`src/rtl/sprite_pkg.sv`:
```
// Shared types and defaults for the sprite ROM pixel fetcher.
package sprite_pkg;

    localparam int unsigned DEF_ADDR_W = 13;
    localparam int unsigned DEF_DATA_W = 24;
    localparam int unsigned DEF_SPR_W  = 64;
    localparam int unsigned DEF_SPR_H  = 64;
    localparam int unsigned PIX_X_W    = $clog2(DEF_SPR_W);
    localparam int unsigned PIX_Y_W    = $clog2(DEF_SPR_H);

    localparam logic [DEF_DATA_W-1:0] KEY_COLOR = 24'hFF00FF;

    typedef enum logic [1:0] {
        IDLE,
        FETCH,
        DRAIN,
        DONE
    } fetch_state_t;

    typedef struct packed {
        logic [DEF_DATA_W-1:0] data;
        logic [PIX_X_W-1:0]    x;
        logic [PIX_Y_W-1:0]    y;
        logic                  transparent;
        logic                  last;
    } pixel_t;

endpackage

```
`src/rtl/pixel_skid_fifo.sv`:
```
// Two-entry pixel FIFO between ROM capture and the pixel stream; head is always visible.
module pixel_skid_fifo
    import sprite_pkg::*;
(
    input  logic       Clk,
    input  logic       Reset_n,
    input  logic       i_push,
    input  pixel_t     i_data,
    input  logic       i_pop,
    output pixel_t     o_head,
    output logic [1:0] o_count
);

    pixel_t     r_mem [2];
    logic       r_wr_ptr;
    logic       r_rd_ptr;
    logic [1:0] r_count;

    always_ff @(posedge Clk or negedge Reset_n) begin
        if (!Reset_n) begin
            r_mem[0] <= '0;
            r_mem[1] <= '0;
            r_wr_ptr <= 1'b0;
            r_rd_ptr <= 1'b0;
            r_count  <= 2'd0;
        end else begin
            if (i_push) begin
                r_mem[r_wr_ptr] <= i_data;
                r_wr_ptr        <= ~r_wr_ptr;
            end
            if (i_pop) begin
                r_rd_ptr <= ~r_rd_ptr;
            end
            r_count <= r_count + 2'(i_push) - 2'(i_pop);
        end
    end

    assign o_head  = r_mem[r_rd_ptr];
    assign o_count = r_count;

endmodule

```
`src/rtl/sprite_pixel_fetcher.sv`:
```
// Walks a sprite in ROM row-major and streams its pixels with x/y tags over valid/ready.
// Optional horizontal mirror enabled by defining SPRITE_FLIPX_EN (adds flip_x input).
module sprite_pixel_fetcher #(
    parameter int unsigned       ADDR_W    = sprite_pkg::DEF_ADDR_W,
    parameter int unsigned       DATA_W    = sprite_pkg::DEF_DATA_W,
    parameter int unsigned       SPR_W     = sprite_pkg::DEF_SPR_W,
    parameter int unsigned       SPR_H     = sprite_pkg::DEF_SPR_H,
    parameter logic [DATA_W-1:0] KEY_COLOR = DATA_W'(sprite_pkg::KEY_COLOR)
) (
    input  logic                     Clk,
    input  logic                     Reset_n,
    input  logic                     start,
    input  logic [ADDR_W-1:0]        base_addr,
`ifdef SPRITE_FLIPX_EN
    input  logic                     flip_x,
`endif
    output logic                     busy,
    output logic                     done,
    output logic [ADDR_W-1:0]        rom_addr,
    input  logic [DATA_W-1:0]        rom_data,
    output logic                     pix_valid,
    input  logic                     pix_ready,
    output logic [DATA_W-1:0]        pix_data,
    output logic [$clog2(SPR_W)-1:0] pix_x,
    output logic [$clog2(SPR_H)-1:0] pix_y,
    output logic                     pix_transparent,
    output logic                     pix_last
);
    import sprite_pkg::*;

    localparam int unsigned X_W = $clog2(SPR_W);
    localparam int unsigned Y_W = $clog2(SPR_H);

    fetch_state_t      r_state;
    fetch_state_t      w_state_nxt;
    logic              r_busy;
    logic              r_done;
    logic [ADDR_W-1:0] r_base;
    logic [ADDR_W-1:0] r_addr;
    logic [X_W-1:0]    r_x;
    logic [Y_W-1:0]    r_y;
    logic [X_W-1:0]    r_tag_x;
    logic [Y_W-1:0]    r_tag_y;
    logic              r_in_flight;

    logic              w_start_ok;
    logic              w_issue;
    logic              w_last_addr;
    logic              w_pop;
    logic [1:0]        w_occ;
    logic              w_flip;
    logic              w_flip_start;
    logic [X_W-1:0]    w_x_nxt;
    logic [Y_W-1:0]    w_y_nxt;
    logic [X_W-1:0]    w_col;
    pixel_t            w_push_pix;
    pixel_t            w_head;
    logic [1:0]        w_count;

`ifdef SPRITE_FLIPX_EN
    logic r_flip;

    always_ff @(posedge Clk or negedge Reset_n) begin
        if (!Reset_n) begin
            r_flip <= 1'b0;
        end else if (w_start_ok) begin
            r_flip <= flip_x;
        end
    end

    assign w_flip       = r_flip;
    assign w_flip_start = flip_x;
`else
    assign w_flip       = 1'b0;
    assign w_flip_start = 1'b0;
`endif

    // Occupancy after this cycle's pop plus the word arriving from ROM decides issue.
    assign w_pop = (w_count != 2'd0) && pix_ready;
    assign w_occ = w_count - 2'(w_pop) + 2'(r_in_flight);

    always_ff @(posedge Clk or negedge Reset_n) begin
        if (!Reset_n) begin
            r_state <= IDLE;
        end else begin
            r_state <= w_state_nxt;
        end
    end

    always_comb begin
        w_state_nxt = r_state;
        w_start_ok  = 1'b0;
        w_issue     = 1'b0;
        w_last_addr = (r_x == X_W'(SPR_W - 1)) && (r_y == Y_W'(SPR_H - 1));
        case (r_state)
            IDLE: begin
                if (start) begin
                    w_start_ok  = 1'b1;
                    w_state_nxt = FETCH;
                end
            end
            FETCH: begin
                w_issue = (w_occ < 2'd2);
                if (w_issue && w_last_addr) begin
                    w_state_nxt = DRAIN;
                end
            end
            DRAIN: begin
                if (w_pop && w_head.last) begin
                    w_state_nxt = DONE;
                end
            end
            DONE: begin
                w_state_nxt = IDLE;
            end
            default: begin
                w_state_nxt = IDLE;
            end
        endcase
    end

    // Next raster position and its (possibly mirrored) ROM column.
    always_comb begin
        w_x_nxt = r_x + X_W'(1);
        w_y_nxt = r_y;
        if (r_x == X_W'(SPR_W - 1)) begin
            w_x_nxt = '0;
            w_y_nxt = r_y + Y_W'(1);
        end
        w_col = w_flip ? ~w_x_nxt : w_x_nxt;
    end

    always_ff @(posedge Clk or negedge Reset_n) begin
        if (!Reset_n) begin
            r_base      <= '0;
            r_addr      <= '0;
            r_x         <= '0;
            r_y         <= '0;
            r_tag_x     <= '0;
            r_tag_y     <= '0;
            r_in_flight <= 1'b0;
            r_busy      <= 1'b0;
            r_done      <= 1'b0;
        end else begin
            r_in_flight <= w_issue;
            r_busy      <= (w_state_nxt == FETCH) || (w_state_nxt == DRAIN);
            r_done      <= (w_state_nxt == DONE);
            if (w_issue) begin
                r_tag_x <= r_x;
                r_tag_y <= r_y;
            end
            if (w_start_ok) begin
                r_base <= base_addr;
                r_x    <= '0;
                r_y    <= '0;
                r_addr <= base_addr + ADDR_W'({{Y_W{1'b0}}, {X_W{w_flip_start}}});
            end else if (w_issue && !w_last_addr) begin
                r_x    <= w_x_nxt;
                r_y    <= w_y_nxt;
                r_addr <= r_base + ADDR_W'({w_y_nxt, w_col});
            end
        end
    end

    always_comb begin
        w_push_pix             = '0;
        w_push_pix.data        = rom_data;
        w_push_pix.x           = r_tag_x;
        w_push_pix.y           = r_tag_y;
        w_push_pix.transparent = (rom_data == KEY_COLOR);
        w_push_pix.last        = (r_tag_x == X_W'(SPR_W - 1)) && (r_tag_y == Y_W'(SPR_H - 1));
    end

    pixel_skid_fifo u_fifo (
        .Clk     (Clk),
        .Reset_n (Reset_n),
        .i_push  (r_in_flight),
        .i_data  (w_push_pix),
        .i_pop   (w_pop),
        .o_head  (w_head),
        .o_count (w_count)
    );

    assign busy            = r_busy;
    assign done            = r_done;
    assign rom_addr        = r_addr;
    assign pix_valid       = (w_count != 2'd0);
    assign pix_data        = w_head.data;
    assign pix_x           = w_head.x;
    assign pix_y           = w_head.y;
    assign pix_transparent = w_head.transparent;
    assign pix_last        = w_head.last;

endmodule

```
`config.mk`:
```
export PLATFORM = sky130hd
export DESIGN_NAME = sprite_pixel_fetcher
export DESIGN_NICKNAME = d
export VERILOG_FILES = /design/src/rtl/sprite_pkg.sv /design/src/rtl/pixel_skid_fifo.sv /design/src/rtl/sprite_pixel_fetcher.sv
export SDC_FILE = /design/constraint.sdc
export NUM_CORES = 1
export LEC_CHECK = 0
export ABC_AREA = 1
export ABC_CLOCK_PERIOD_IN_PS = 2800
export CAP_MARGIN = 10
export CORE_ASPECT_RATIO = 1.25
export CORE_MARGIN = 5
export CORE_UTILIZATION = 49
export DETAILED_ROUTE_END_ITERATION = 10
export GPL_ROUTABILITY_DRIVEN = 0
export GPL_TIMING_DRIVEN = 0
export HOLD_SLACK_MARGIN = 0.1
export PLACE_DENSITY_LB_ADDON = 0.08
export SYNTH_ARGS = -nofsm -noshare
export SYNTH_HDL_FRONTEND = slang
export SYNTH_SLANG_ARGS = --single-unit
```
`constraint.sdc`:
```
create_clock -name Clk -period 2.8 [get_ports Clk]
set_input_delay 0.56 -clock Clk [delete_from_list [all_inputs] [get_ports Clk]]
set_output_delay 0.56 -clock Clk [all_outputs]
set_load 0.03 [all_outputs]
```
==> impl_metrics.yaml <==
outcome:
  status: "finished clean"
global_routing:
  grt_max_degree: 99
  grt_use_total_pct: 21.27
  grt_pass1_vias: 5788
  grt_antenna_before_repair: 0
  grt_pass1_wl_mm: 27.30
  overflow: 0
die:
  design.die.area_sq_mm: 0.01556
  io_pins: 95
  fp-row-count: 46
  fp.dieW_um: 112.6
  chipHeight_um: 138.2
  core_region_area_sq_mm: 0.01278
  start_util_pct: 50.45
critical_path:
  cp_common_cell: "nand2_1"
  rr_worst_depth: 18
  arrival_ns: 2.14
  critPathSlowestCell: "clkdlybuf4s50_1"
  setup.worst_path.class: "reg2out"
  rr_startpoint: "r_x[1]$_DFFE_PN0P_"
  crit_chain: "inv_2 > buf_2 > nand2_1 > nand2_1 > clkdlybuf4s50_1"
  rr_endpoint: "rom_addr[12]$_DFFE_PN0P_"
  worstPathMaxFanout: 10
  r2r_slack_ns: 0.12
  cpPeakStageDelay_ns: 0.67
  end_kind: "primary output"
  required_ns: 2.24
  cp-start-kind: "flip-flop"
logic_synthesis:
  ys_types: 33
  syn-instance-count: 802
  syn_area_sq_mm: 0.006446
  syn_avg_cell_area_sq_um: 8.038
  yosys_warnings: 0
  synthFlopType: "dfrtp_1"
  synth_edf_count: 0
  synth-seq-cells: 135
  ys_seq_area_share_pct: 52.41
  async_reset_ff_share_pct: 100.0
  synth_nets: 860
timing:
  slew_headroom_pct: 65.08
  finalSetupViolations: 0
  rsz0062_at_grt: "true"
  worstMarginPinSlew_ns: 0.5237
  period_share_pct: 96.58
  slew_viol_final: 0
  fin_skew_ns: 0.01008
  period_minus_slack_ns: 2.704
  fmax_mhz: 369.8
  hold_viol: 0
cells_and_area:
  final_core_util_pct: 67.63
  diodes: 0
  drive_gt1_share_pct: 11.33
  areaGrowthSynthToFinish_pct: 34.05
  layout.nets: 989
detailed_routing:
  ant_nets: 0
  via_per_inst: 5.172
  drtIter0Drc: 352
  wl_mm: 16.71
  vias: 5751
  drc: 0
  drtPass1Iterations: 5
  post_drt_wl_per_cell_um: 15.03
power_and_ir_drop:
  pwr_density_cell_mw_per_mm2: 675.6
  p_total_mw: 5.838
  ir_worst_vdd_v: 0.0004213
  leakage_nw: 4.547
hold_path:
  min_from: "u_fifo.r_mem[9]$_DFFE_PN0P_"
  hold_end: "u_fifo.r_mem[9]$_DFFE_PN0P_"
  hold_class: "reg2reg"
  min_path_cells: 2
placed_design:
  port_buffers: 94
  dp.final_hpwl_mm: 11.88
clock_tree:
  clock-root-buffer: "clkbuf_16"
  numCtsBuffers: 17
  clock-sinks: 135
  clk_pin_slew_ns: 0.06
  max-clock-path-buffers: 2
  cts_max_level: 4
  cts_tree: "yes"
  clk-insertion-delay-late_ns: 0.42
flow_run:
  cap_violations: 0
[worst max-delay path: cells and delay by family, from the launching register on]
kind	cells	cell delay, ns
buf+inv	3	1.15
flops	1	0.41
simple gates	2	0.16
[final cells by class]
cell class,count,area [sq um]
Timing Repair Buffer,111,1140
Clock inverter,15,203.9
Buffer,30,148.9
Clock buffer,17,425.4
Fill cell,1085,4136
Multi-Input combinational cell,547,2798
Inverter,89,336.6
Tap cell,168,210.2
Sequential cell,135,3378
[cells in the final DEF (no fill, tap or decap), types with 3 or more instances in the layout]
cell type / instances
o21ai_1: 7
a21oi_2: 4
inv_1: 81
clkinv_4: 6
nand2_2: 3
o22ai_1: 8
ha_4: 4
nand2_4: 5
nand4_1: 8
clkinv_2: 3
nand3_1: 29
bufinv_16: 4
nor4_1: 4
o21ai_0: 93
clkbuf_1: 17
dlymetal6s2s_1: 18
xor2_1: 6
nand2_1: 289
xor2_2: 4
a31oi_1: 7
or2_2: 3
clkdlybuf4s50_1: 74
inv_2: 7
clkbuf_2: 3
nor3_1: 3
a21oi_1: 12
buf_6: 4
buf_4: 15
dfrtp_1: 135
clkbuf_4: 3
clkbuf_16: 17
ha_1: 11
nor2_1: 27
[synth_stat cells (3+ instances only)]
| master | number | area [sq um] |
|---|---|---|
| nand2_1 | 293 | 1100 |
| dfrtp_1 | 135 | 3378 |
| o21ai_0 | 95 | 475.5 |
| inv_1 | 84 | 315.3 |
| nand3_1 | 30 | 150.1 |
| nor2_1 | 30 | 112.6 |
| clkbuf_1 | 25 | 93.84 |
| a21oi_1 | 18 | 90.09 |
| ha_1 | 16 | 200.2 |
| xor2_1 | 10 | 87.58 |
| nand4_1 | 8 | 50.05 |
| o22ai_1 | 8 | 50.05 |
| a31oi_1 | 7 | 43.79 |
| o21ai_1 | 7 | 35.03 |
| inv_2 | 5 | 18.77 |
| nor3_1 | 4 | 20.02 |
| nor4_1 | 4 | 25.02 |
| buf_1 | 3 | 11.26 |
| or2_2 | 3 | 18.77 |
[stage by stage]
step | worst slack (ns) | cell area, sq um | std cells | TNS, ns | hold WS (ns)
2_1_floorplan | 0.06118 | 6446 | 802 | 0 | 0.2644
3_3_place_gp | -4.102 | 7597 | 1064 | -557.53 | 0.4610
3_5_place_dp | -0.5359 | 7626 | 1065 | -7.711 | 0.4678
4_1_cts | -0.1051 | 8328 | 1101 | -0.1945 | 0.4812
5_1_grt | -0.08823 | 8641 | 1112 | -0.1983 | 0.5017
6_report | 0.09562 | 8641 | 1112 | 0 | 0.4785
[power by group]
group	leakage (nW)	switching, mW	internal (mW)	total (mW)
Combinational	2.70	0.936	0.551	1.49
Sequential	1.53	0.0191	1.98	1.99
Clock	0.307	0.862	1.49	2.36
Total	4.55	1.82	4.02	5.84
[flip-flops by register name (all words and copies together) (netlist names)]
| signal | count |
|---|---|
| r_base | 13 |
| busy | 1 |
| rom_addr | 13 |
| u_fifo.o_count | 2 |
| done | 1 |
| r_y | 6 |
| u_fifo.r_mem | 76 |
| r_tag_y | 6 |
| u_fifo.r_rd_ptr | 1 |
| r_in_flight | 1 |
| r_x | 6 |
| r_state | 2 |
| u_fifo.r_wr_ptr | 1 |
| r_tag_x | 6 |
[timing repair]
item	CTS	global route
cloned	0	0
pin swaps	2	17
endpoints found under the hold margin	37	0
setup endpoints to repair	41	46
hold buffers	1	0
gates resized for setup	15	68
setup buffers	4	11
[logic make-up after synthesis]
kind of cell | after synthesis | share of synthesized area [%]
flip-flops | 135 | 52.41
XOR/XNOR | 11 | 1.495
adder cells (fa/ha/maj) | 17 | 3.416
AO/OA/AOI/OAI | 138 | 11.12
AND/OR/NAND/NOR | 381 | 24.32
buffers and inverters | 120 | 7.240
[per-layer routing]
metal | GRT usage, % | routed length (um)
met1 | 25.06 | 6799
met2 | 38.73 | 8922
met3 | 4.234 | 650
met4 | 6.392 | 338
met5 | 0 | 0
[how the worst max path moves through the flow]
stage,startpoint,endpoint,slack [ns],cells past startpoint
floorplan,u_fifo.o_count[0]$_DFF_PN0_,busy$_DFF_PN0_,0.06,12
global placement,Reset_n,rom_addr[3]$_DFFE_PN0P_,-4.10,1
detailed placement,pix_ready,busy$_DFF_PN0_,-0.54,12
CTS,r_x[1]$_DFFE_PN0P_,rom_addr[12]$_DFFE_PN0P_,-0.11,20
global route,r_x[1]$_DFFE_PN0P_,rom_addr[12]$_DFFE_PN0P_,-0.09,20
finish,u_fifo.r_rd_ptr$_DFFE_PN0P_,pix_x[5],0.1,5
Note: power is estimated with default switching activity, not from simulation.
